$ cat src/rtl/prt_riscv_cpu_wb_arb_if.sv
`default_nettype none
// ============================================================================
//  Module      : prt_riscv_cpu_wb_arb_if
//  Description : EX/LD write-back requests, load-issue, operand-read and
//                register-file write-port signals of the write-back arbiter.
//  Revision    : 1.0 - initial release
// ============================================================================
interface prt_riscv_cpu_wb_arb_if #(
    parameter int P_IDX = 4
);
    logic [P_IDX-1:0] EX_IDX_IN;
    logic [31:0]      EX_DAT_IN;
    logic             EX_VLD_IN;
    logic             EX_RDY_OUT;
    logic [P_IDX-1:0] LD_IDX_IN;
    logic [31:0]      LD_DAT_IN;
    logic             LD_VLD_IN;
    logic             LD_RDY_OUT;
    logic             LD_ISS_IN;
    logic [P_IDX-1:0] LD_ISS_IDX_IN;
    logic [P_IDX-1:0] RS1_IDX_IN;
    logic [P_IDX-1:0] RS2_IDX_IN;
    logic             HAZ_OUT;
    logic [P_IDX-1:0] RD_IDX_OUT;
    logic [31:0]      RD_DAT_OUT;
    logic             RD_WR_OUT;

    modport master (
        output EX_IDX_IN, EX_DAT_IN, EX_VLD_IN,
        output LD_IDX_IN, LD_DAT_IN, LD_VLD_IN,
        output LD_ISS_IN, LD_ISS_IDX_IN, RS1_IDX_IN, RS2_IDX_IN,
        input  EX_RDY_OUT, LD_RDY_OUT, HAZ_OUT,
        input  RD_IDX_OUT, RD_DAT_OUT, RD_WR_OUT
    );

    modport slave (
        input  EX_IDX_IN, EX_DAT_IN, EX_VLD_IN,
        input  LD_IDX_IN, LD_DAT_IN, LD_VLD_IN,
        input  LD_ISS_IN, LD_ISS_IDX_IN, RS1_IDX_IN, RS2_IDX_IN,
        output EX_RDY_OUT, LD_RDY_OUT, HAZ_OUT,
        output RD_IDX_OUT, RD_DAT_OUT, RD_WR_OUT
    );
endinterface
`default_nettype wire

$ cat src/rtl/prt_riscv_cpu_wb_arb.sv
`default_nettype none
// ============================================================================
//  Module      : prt_riscv_cpu_wb_arb
//  Description : Round-robin EX/LD arbiter for the register-file write port
//                with a pending-load scoreboard and RAW/WAW hazard detection.
//  Revision    : 1.0 - initial release
// ============================================================================
module prt_riscv_cpu_wb_arb #(
    parameter int P_REGS = 16,
    parameter int P_IDX  = 4
) (
    input  wire logic               CLK_IN,
    input  wire logic               RSTN_IN,
    prt_riscv_cpu_wb_arb_if.slave   bus
);

    typedef enum logic [0:0] {
        GNT_EX = 1'b0,
        GNT_LD = 1'b1
    } grant_t;

    grant_t            r_last;
    grant_t            w_last_nxt;
    logic [P_REGS-1:0] r_pend;
    logic [P_REGS-1:0] w_pend_nxt;
    logic              r_rd_wr;
    logic              w_rd_wr_nxt;
    logic [P_IDX-1:0]  r_rd_idx;
    logic [P_IDX-1:0]  w_rd_idx_nxt;
    logic [31:0]       r_rd_dat;
    logic [31:0]       w_rd_dat_nxt;
    logic              w_ex_elig;
    logic              w_ld_elig;
    logic              w_gnt_ex;
    logic              w_gnt_ld;
    logic              w_haz1;
    logic              w_haz2;

    always_ff @(posedge CLK_IN or negedge RSTN_IN) begin
        if (!RSTN_IN) begin
            r_last   <= GNT_EX;
            r_pend   <= '0;
            r_rd_wr  <= 1'b0;
            r_rd_idx <= '0;
            r_rd_dat <= '0;
        end else begin
            r_last   <= w_last_nxt;
            r_pend   <= w_pend_nxt;
            r_rd_wr  <= w_rd_wr_nxt;
            r_rd_idx <= w_rd_idx_nxt;
            r_rd_dat <= w_rd_dat_nxt;
        end
    end

    always_comb begin
        w_last_nxt   = r_last;
        w_pend_nxt   = r_pend;
        w_rd_wr_nxt  = 1'b0;
        w_rd_idx_nxt = r_rd_idx;
        w_rd_dat_nxt = r_rd_dat;

        // EX may not retire onto a register an older load still owns
        w_ex_elig = bus.EX_VLD_IN & ~r_pend[bus.EX_IDX_IN];
        w_ld_elig = bus.LD_VLD_IN;
        w_gnt_ex  = w_ex_elig & (~w_ld_elig | (r_last == GNT_LD));
        w_gnt_ld  = w_ld_elig & (~w_ex_elig | (r_last == GNT_EX));

        if (w_gnt_ex) begin
            w_last_nxt   = GNT_EX;
            w_rd_wr_nxt  = |bus.EX_IDX_IN;
            w_rd_idx_nxt = bus.EX_IDX_IN;
            w_rd_dat_nxt = bus.EX_DAT_IN;
        end else if (w_gnt_ld) begin
            w_last_nxt   = GNT_LD;
            w_rd_wr_nxt  = |bus.LD_IDX_IN;
            w_rd_idx_nxt = bus.LD_IDX_IN;
            w_rd_dat_nxt = bus.LD_DAT_IN;
        end

        // Clear first so a same-cycle issue to that index keeps it pending
        if (w_gnt_ld)
            w_pend_nxt[bus.LD_IDX_IN] = 1'b0;
        if (bus.LD_ISS_IN)
            w_pend_nxt[bus.LD_ISS_IDX_IN] = 1'b1;
        w_pend_nxt[0] = 1'b0;

        // An in-flight write has not reached the register-file read port yet
        w_haz1 = (bus.RS1_IDX_IN != '0) &
                 (r_pend[bus.RS1_IDX_IN] | (r_rd_wr & (r_rd_idx == bus.RS1_IDX_IN)));
        w_haz2 = (bus.RS2_IDX_IN != '0) &
                 (r_pend[bus.RS2_IDX_IN] | (r_rd_wr & (r_rd_idx == bus.RS2_IDX_IN)));
    end

    assign bus.EX_RDY_OUT = w_gnt_ex;
    assign bus.LD_RDY_OUT = w_gnt_ld;
    assign bus.HAZ_OUT    = w_haz1 | w_haz2;
    assign bus.RD_WR_OUT  = r_rd_wr;
    assign bus.RD_IDX_OUT = r_rd_idx;
    assign bus.RD_DAT_OUT = r_rd_dat;

endmodule
`default_nettype wire

$ cat src/flat_wrapper.sv
// flat-port wrapper written by rule: the top's interface ports become plain ports
module prt_riscv_cpu_wb_arb_flat 
#(
    parameter int P_REGS = 16,
    parameter int P_IDX  = 4
)
  (CLK_IN, RSTN_IN, bus_EX_IDX_IN, bus_EX_DAT_IN, bus_EX_VLD_IN, bus_LD_IDX_IN, bus_LD_DAT_IN, bus_LD_VLD_IN, bus_LD_ISS_IN, bus_LD_ISS_IDX_IN, bus_RS1_IDX_IN, bus_RS2_IDX_IN, bus_EX_RDY_OUT, bus_LD_RDY_OUT, bus_HAZ_OUT, bus_RD_IDX_OUT, bus_RD_DAT_OUT, bus_RD_WR_OUT);
  prt_riscv_cpu_wb_arb_if #(.P_IDX(P_IDX)) bus_i ();
  input  wire logic CLK_IN;
  input  wire logic RSTN_IN;
  input wire logic [$bits(bus_i.EX_IDX_IN)-1:0] bus_EX_IDX_IN;
  input wire logic [$bits(bus_i.EX_DAT_IN)-1:0] bus_EX_DAT_IN;
  input wire logic [$bits(bus_i.EX_VLD_IN)-1:0] bus_EX_VLD_IN;
  input wire logic [$bits(bus_i.LD_IDX_IN)-1:0] bus_LD_IDX_IN;
  input wire logic [$bits(bus_i.LD_DAT_IN)-1:0] bus_LD_DAT_IN;
  input wire logic [$bits(bus_i.LD_VLD_IN)-1:0] bus_LD_VLD_IN;
  input wire logic [$bits(bus_i.LD_ISS_IN)-1:0] bus_LD_ISS_IN;
  input wire logic [$bits(bus_i.LD_ISS_IDX_IN)-1:0] bus_LD_ISS_IDX_IN;
  input wire logic [$bits(bus_i.RS1_IDX_IN)-1:0] bus_RS1_IDX_IN;
  input wire logic [$bits(bus_i.RS2_IDX_IN)-1:0] bus_RS2_IDX_IN;
  output wire logic [$bits(bus_i.EX_RDY_OUT)-1:0] bus_EX_RDY_OUT;
  output wire logic [$bits(bus_i.LD_RDY_OUT)-1:0] bus_LD_RDY_OUT;
  output wire logic [$bits(bus_i.HAZ_OUT)-1:0] bus_HAZ_OUT;
  output wire logic [$bits(bus_i.RD_IDX_OUT)-1:0] bus_RD_IDX_OUT;
  output wire logic [$bits(bus_i.RD_DAT_OUT)-1:0] bus_RD_DAT_OUT;
  output wire logic [$bits(bus_i.RD_WR_OUT)-1:0] bus_RD_WR_OUT;
  assign bus_i.EX_IDX_IN = bus_EX_IDX_IN;
  assign bus_i.EX_DAT_IN = bus_EX_DAT_IN;
  assign bus_i.EX_VLD_IN = bus_EX_VLD_IN;
  assign bus_i.LD_IDX_IN = bus_LD_IDX_IN;
  assign bus_i.LD_DAT_IN = bus_LD_DAT_IN;
  assign bus_i.LD_VLD_IN = bus_LD_VLD_IN;
  assign bus_i.LD_ISS_IN = bus_LD_ISS_IN;
  assign bus_i.LD_ISS_IDX_IN = bus_LD_ISS_IDX_IN;
  assign bus_i.RS1_IDX_IN = bus_RS1_IDX_IN;
  assign bus_i.RS2_IDX_IN = bus_RS2_IDX_IN;
  assign bus_EX_RDY_OUT = bus_i.EX_RDY_OUT;
  assign bus_LD_RDY_OUT = bus_i.LD_RDY_OUT;
  assign bus_HAZ_OUT = bus_i.HAZ_OUT;
  assign bus_RD_IDX_OUT = bus_i.RD_IDX_OUT;
  assign bus_RD_DAT_OUT = bus_i.RD_DAT_OUT;
  assign bus_RD_WR_OUT = bus_i.RD_WR_OUT;
  prt_riscv_cpu_wb_arb #(.P_REGS(P_REGS), .P_IDX(P_IDX)) u_core (.CLK_IN(CLK_IN), .RSTN_IN(RSTN_IN), .bus(bus_i));
endmodule
$ cat config.mk
export PLATFORM = sky130hd
export DESIGN_NAME = prt_riscv_cpu_wb_arb_flat
export DESIGN_NICKNAME = d
export VERILOG_FILES = /design/src/rtl/prt_riscv_cpu_wb_arb_if.sv /design/src/rtl/prt_riscv_cpu_wb_arb.sv /design/src/flat_wrapper.sv
export SDC_FILE = /design/constraint.sdc
export NUM_CORES = 1
export LEC_CHECK = 0
export ABC_CLOCK_PERIOD_IN_PS = 3300
export BUFFER_PORTS_ARGS = -buffer_cell sky130_fd_sc_hd__buf_4
export CAP_MARGIN = 10
export CORE_UTILIZATION = 30
export DETAILED_ROUTE_END_ITERATION = 8
export MAX_ROUTING_LAYER = met4
export PLACE_DENSITY = 0.61
export SLEW_MARGIN = 20
export SYNTH_ARGS = -nofsm -noshare
export SYNTH_HDL_FRONTEND = slang
export SYNTH_SLANG_ARGS = --single-unit
$ cat constraint.sdc
create_clock -name CLK_IN -period 3.3 [get_ports CLK_IN]
set_input_delay 0.825 -clock CLK_IN [delete_from_list [all_inputs] [get_ports CLK_IN]]
set_output_delay 0.825 -clock CLK_IN [all_outputs]
set_load 0.01 [all_outputs]
==> impl_metrics.toml <==
[pwr]
switchingPower_mw = 0.6649
seqPwrFrac_pct = 44.5
sw_frac_of_total_pct = 32.30
power_leakage_nw = 2.022
worst_ir_drop_vdd_v = 0.0002186
p_per_area_nw_per_um2 = 488.8
power_mw = 2.059
power_frac_comb_pct = 34.1
power_frac_clock_pct = 21.4
p_int_mw = 1.394

[logic_synthesis]
synthFlopType = "dfrtp_1"
netlist.area_leader.share_pct = 42.64
synth-edff-count = 0
synth_nets = 401
synth_top_area_cell = "dfrtp_1"
synth_area_leaders = "dfrtp_1 43%, a221o_1 11%, nor2_1 5.3%"
ys_seq_area_share_pct = 42.64
async_flop_share_pct = 100.0
synthDistinctLibCells = 47
syn-instance-count = 312
synth_area_per_cell_um2 = 9.969
ys_ff_latch = 53
yosys_warnings = 0
netlist_area_um2 = 3110

[cts]
cts_buffer_depth = 2
cts.clk_slew.worst_paths_ps = 100
numCtsBuffers = 5
cts_tree = "yes"
htreeDepth = 2
postCtsSetupBuffers = 0
post_cts_resized = 0
clock_latency_ps = 310
clkSinkCount = 53
root_buffer = "clkbuf_8"
hold_buffers = 0

[worst_setup_path]
crit_required_ps = 2470
worstReg2RegStart = "u_core.r_pend[14]"
critPathKind = "in2out"
crit_chain = "buf_4 > mux4_2 > mux2i_1 > o21ai_0 > a22oi_1 > o221ai_1 > buf_4"
cp-start-kind = "input port"
crit_slowest_cell = "mux4_2"
max_stage_delay_ps = 500
cp_max_fo = 6
arrival_ps = 2180
startpoint = "bus_RS2_IDX_IN[0]"
crit_family = "multiplexers"
path_buf_inv = 2
critPathCaptureType = "primary output"
path_common_cell = "buf_4"

[cells_and_area]
fin_util_pct = 42.50
num_antenna_cells = 0
fin_area_um2 = 4212
nFillCells = 1002
instances_no_fill = 559
drive_gt1_share_pct = 36.62
area_growth_pct = 35.40
fin_nets = 514

[die]
io_pins = 129
fp.dieArea_um2 = 10780
start_util_pct = 31.39
die_width_um = 103.8
die_y_um = 103.8
core_um2 = 9910
rows = 36

[sta]
finalCritPeriodShare_pct = 91.12
tightest_slew_ps = 663.6
hold_ws_ps = 520.6
period_minus_slack_ps = 3007
maxSlewHeadroom_pct = 55.76
max_freq_mhz = 332.6
slew_violations = 0
setup_viol = 0
finalHoldViolCount = 0
skew_ps = 11.65
rsz0062_at_grt = "false"
fin_tns_setup_ps = 0
worst_slack_ps = 292.9

[routing]
first_pass_iters = 4
vias = 2802
final_antenna_net_count = 0
routed_wl_um = 8806
drtIter0Drc = 168
wl_per_cell_um = 15.75
drc_errors = 0
viasPerCell = 5.013

[worst_hold_path]
hold_class = "reg2reg"
hold_start = "u_core.bus.RD_DAT_OUT[29]"

[grt]
grt_start_max_net_pins = 54
grt_pass1_vias = 2694
overflow = 0
grt_pass1_wl_um = 14090
grt_usage_pct = 16.95
grt_antenna_before_repair = 0

[flow_run]
maxCapViolCount = 0

[placement]
dp_worst_setup_slack_ps = 290.5
place_area_um2 = 4099
io_buffers = 128
gp_congestion = 0.8803
hpwl_um = 6488
dpl.cell_count = 551

[outcome]
status = "finished clean"
## final cells by class
class	count	area (um^2)	area share [%]
clock inverter	3	43.79	1.040
clock buffer	5	68.82	1.634
sequential	53	1326	31.49
timing repair buffer	131	983.4	23.35
inverter	36	135.1	3.209
tap	133	166.4	3.951
multi-input combinational	198	1488	35.32
## routing by layer
layer / track usage, % / vias up / part of all wire [%]
met5: - / - / 0
met4: 4.286 / 0 / 1.2
met3: 3.021 / 9 / 4.9
met2: 27.38 / 98 / 49
met1: 21.98 / 1327 / 45
li1: - / 1368 / -
## cells in the mapped netlist (2+ instances only)
library cell	count
dfrtp_1	53
nor2_1	44
inv_1	36
a221o_1	35
a21oi_1	25
xnor2_1	8
buf_6	7
mux2i_1	7
mux4_2	7
nand2_1	7
a211oi_1	6
buf_2	6
clkbuf_1	6
a2111oi_0	5
nand2b_1	5
buf_1	4
mux2_2	4
o21ai_0	4
a22oi_1	3
a311oi_1	3
a31oi_1	3
nor2b_1	3
and3_1	2
buf_4	2
nand3_1	2
nand3b_1	2
nor4_1	2
o21bai_1	2
## cell families after synthesis
kind of cell | after synthesis | share of synthesized area, %
mux | 19 | 9.131
flops | 53 | 42.64
buf+inv | 61 | 9.533
simple gates | 74 | 11.18
compound gates | 97 | 25.26
xor+xnor | 8 | 2.253
## final timing paths
kind                                              to  slack [ps]  depth (start not counted)
setup reg to reg            u_core.bus.RD_IDX_OUT[1]        1030                          6
min in group asynchronous           u_core.r_pend[3]         550                          1
setup / recovery                         bus_HAZ_OUT         290                          7
max in group asynchronous   u_core.bus.RD_IDX_OUT[1]        2310                          1
hold / removal             u_core.bus.RD_DAT_OUT[29]         520                          1
hold reg to reg            u_core.bus.RD_DAT_OUT[29]         520                          1
## power by group through the flow
stage,sequential (mW),clock (mW),combinational (mW)
floorplan,0.916,0,0.378
global placement,0.928,0,0.696
detailed placement,0.922,0,0.708
CTS,0.914,0.456,0.708
global route,0.933,0.485,0.772
finish,0.916,0.440,0.702
## registers in the layout (all words and copies together) (netlist names)
name and cells:
u_core.r_last 1, u_core.r_pend 15, u_core.bus.RD_IDX_OUT 4, u_core.bus.RD_WR_OUT 1, u_core.bus.RD_DAT_OUT 32
## cell usage in the layout (no fill, tap or decap), drive strengths merged, types with 6 or more instances in the layout
master  count
inv        37
a211oi      6
a221o      35
buf       131
dfrtp      53
nand2       7
mux2i       7
mux4        7
xnor2       8
a21oi      25
nor2       45
Note: power is estimated with default switching activity, not from simulation.
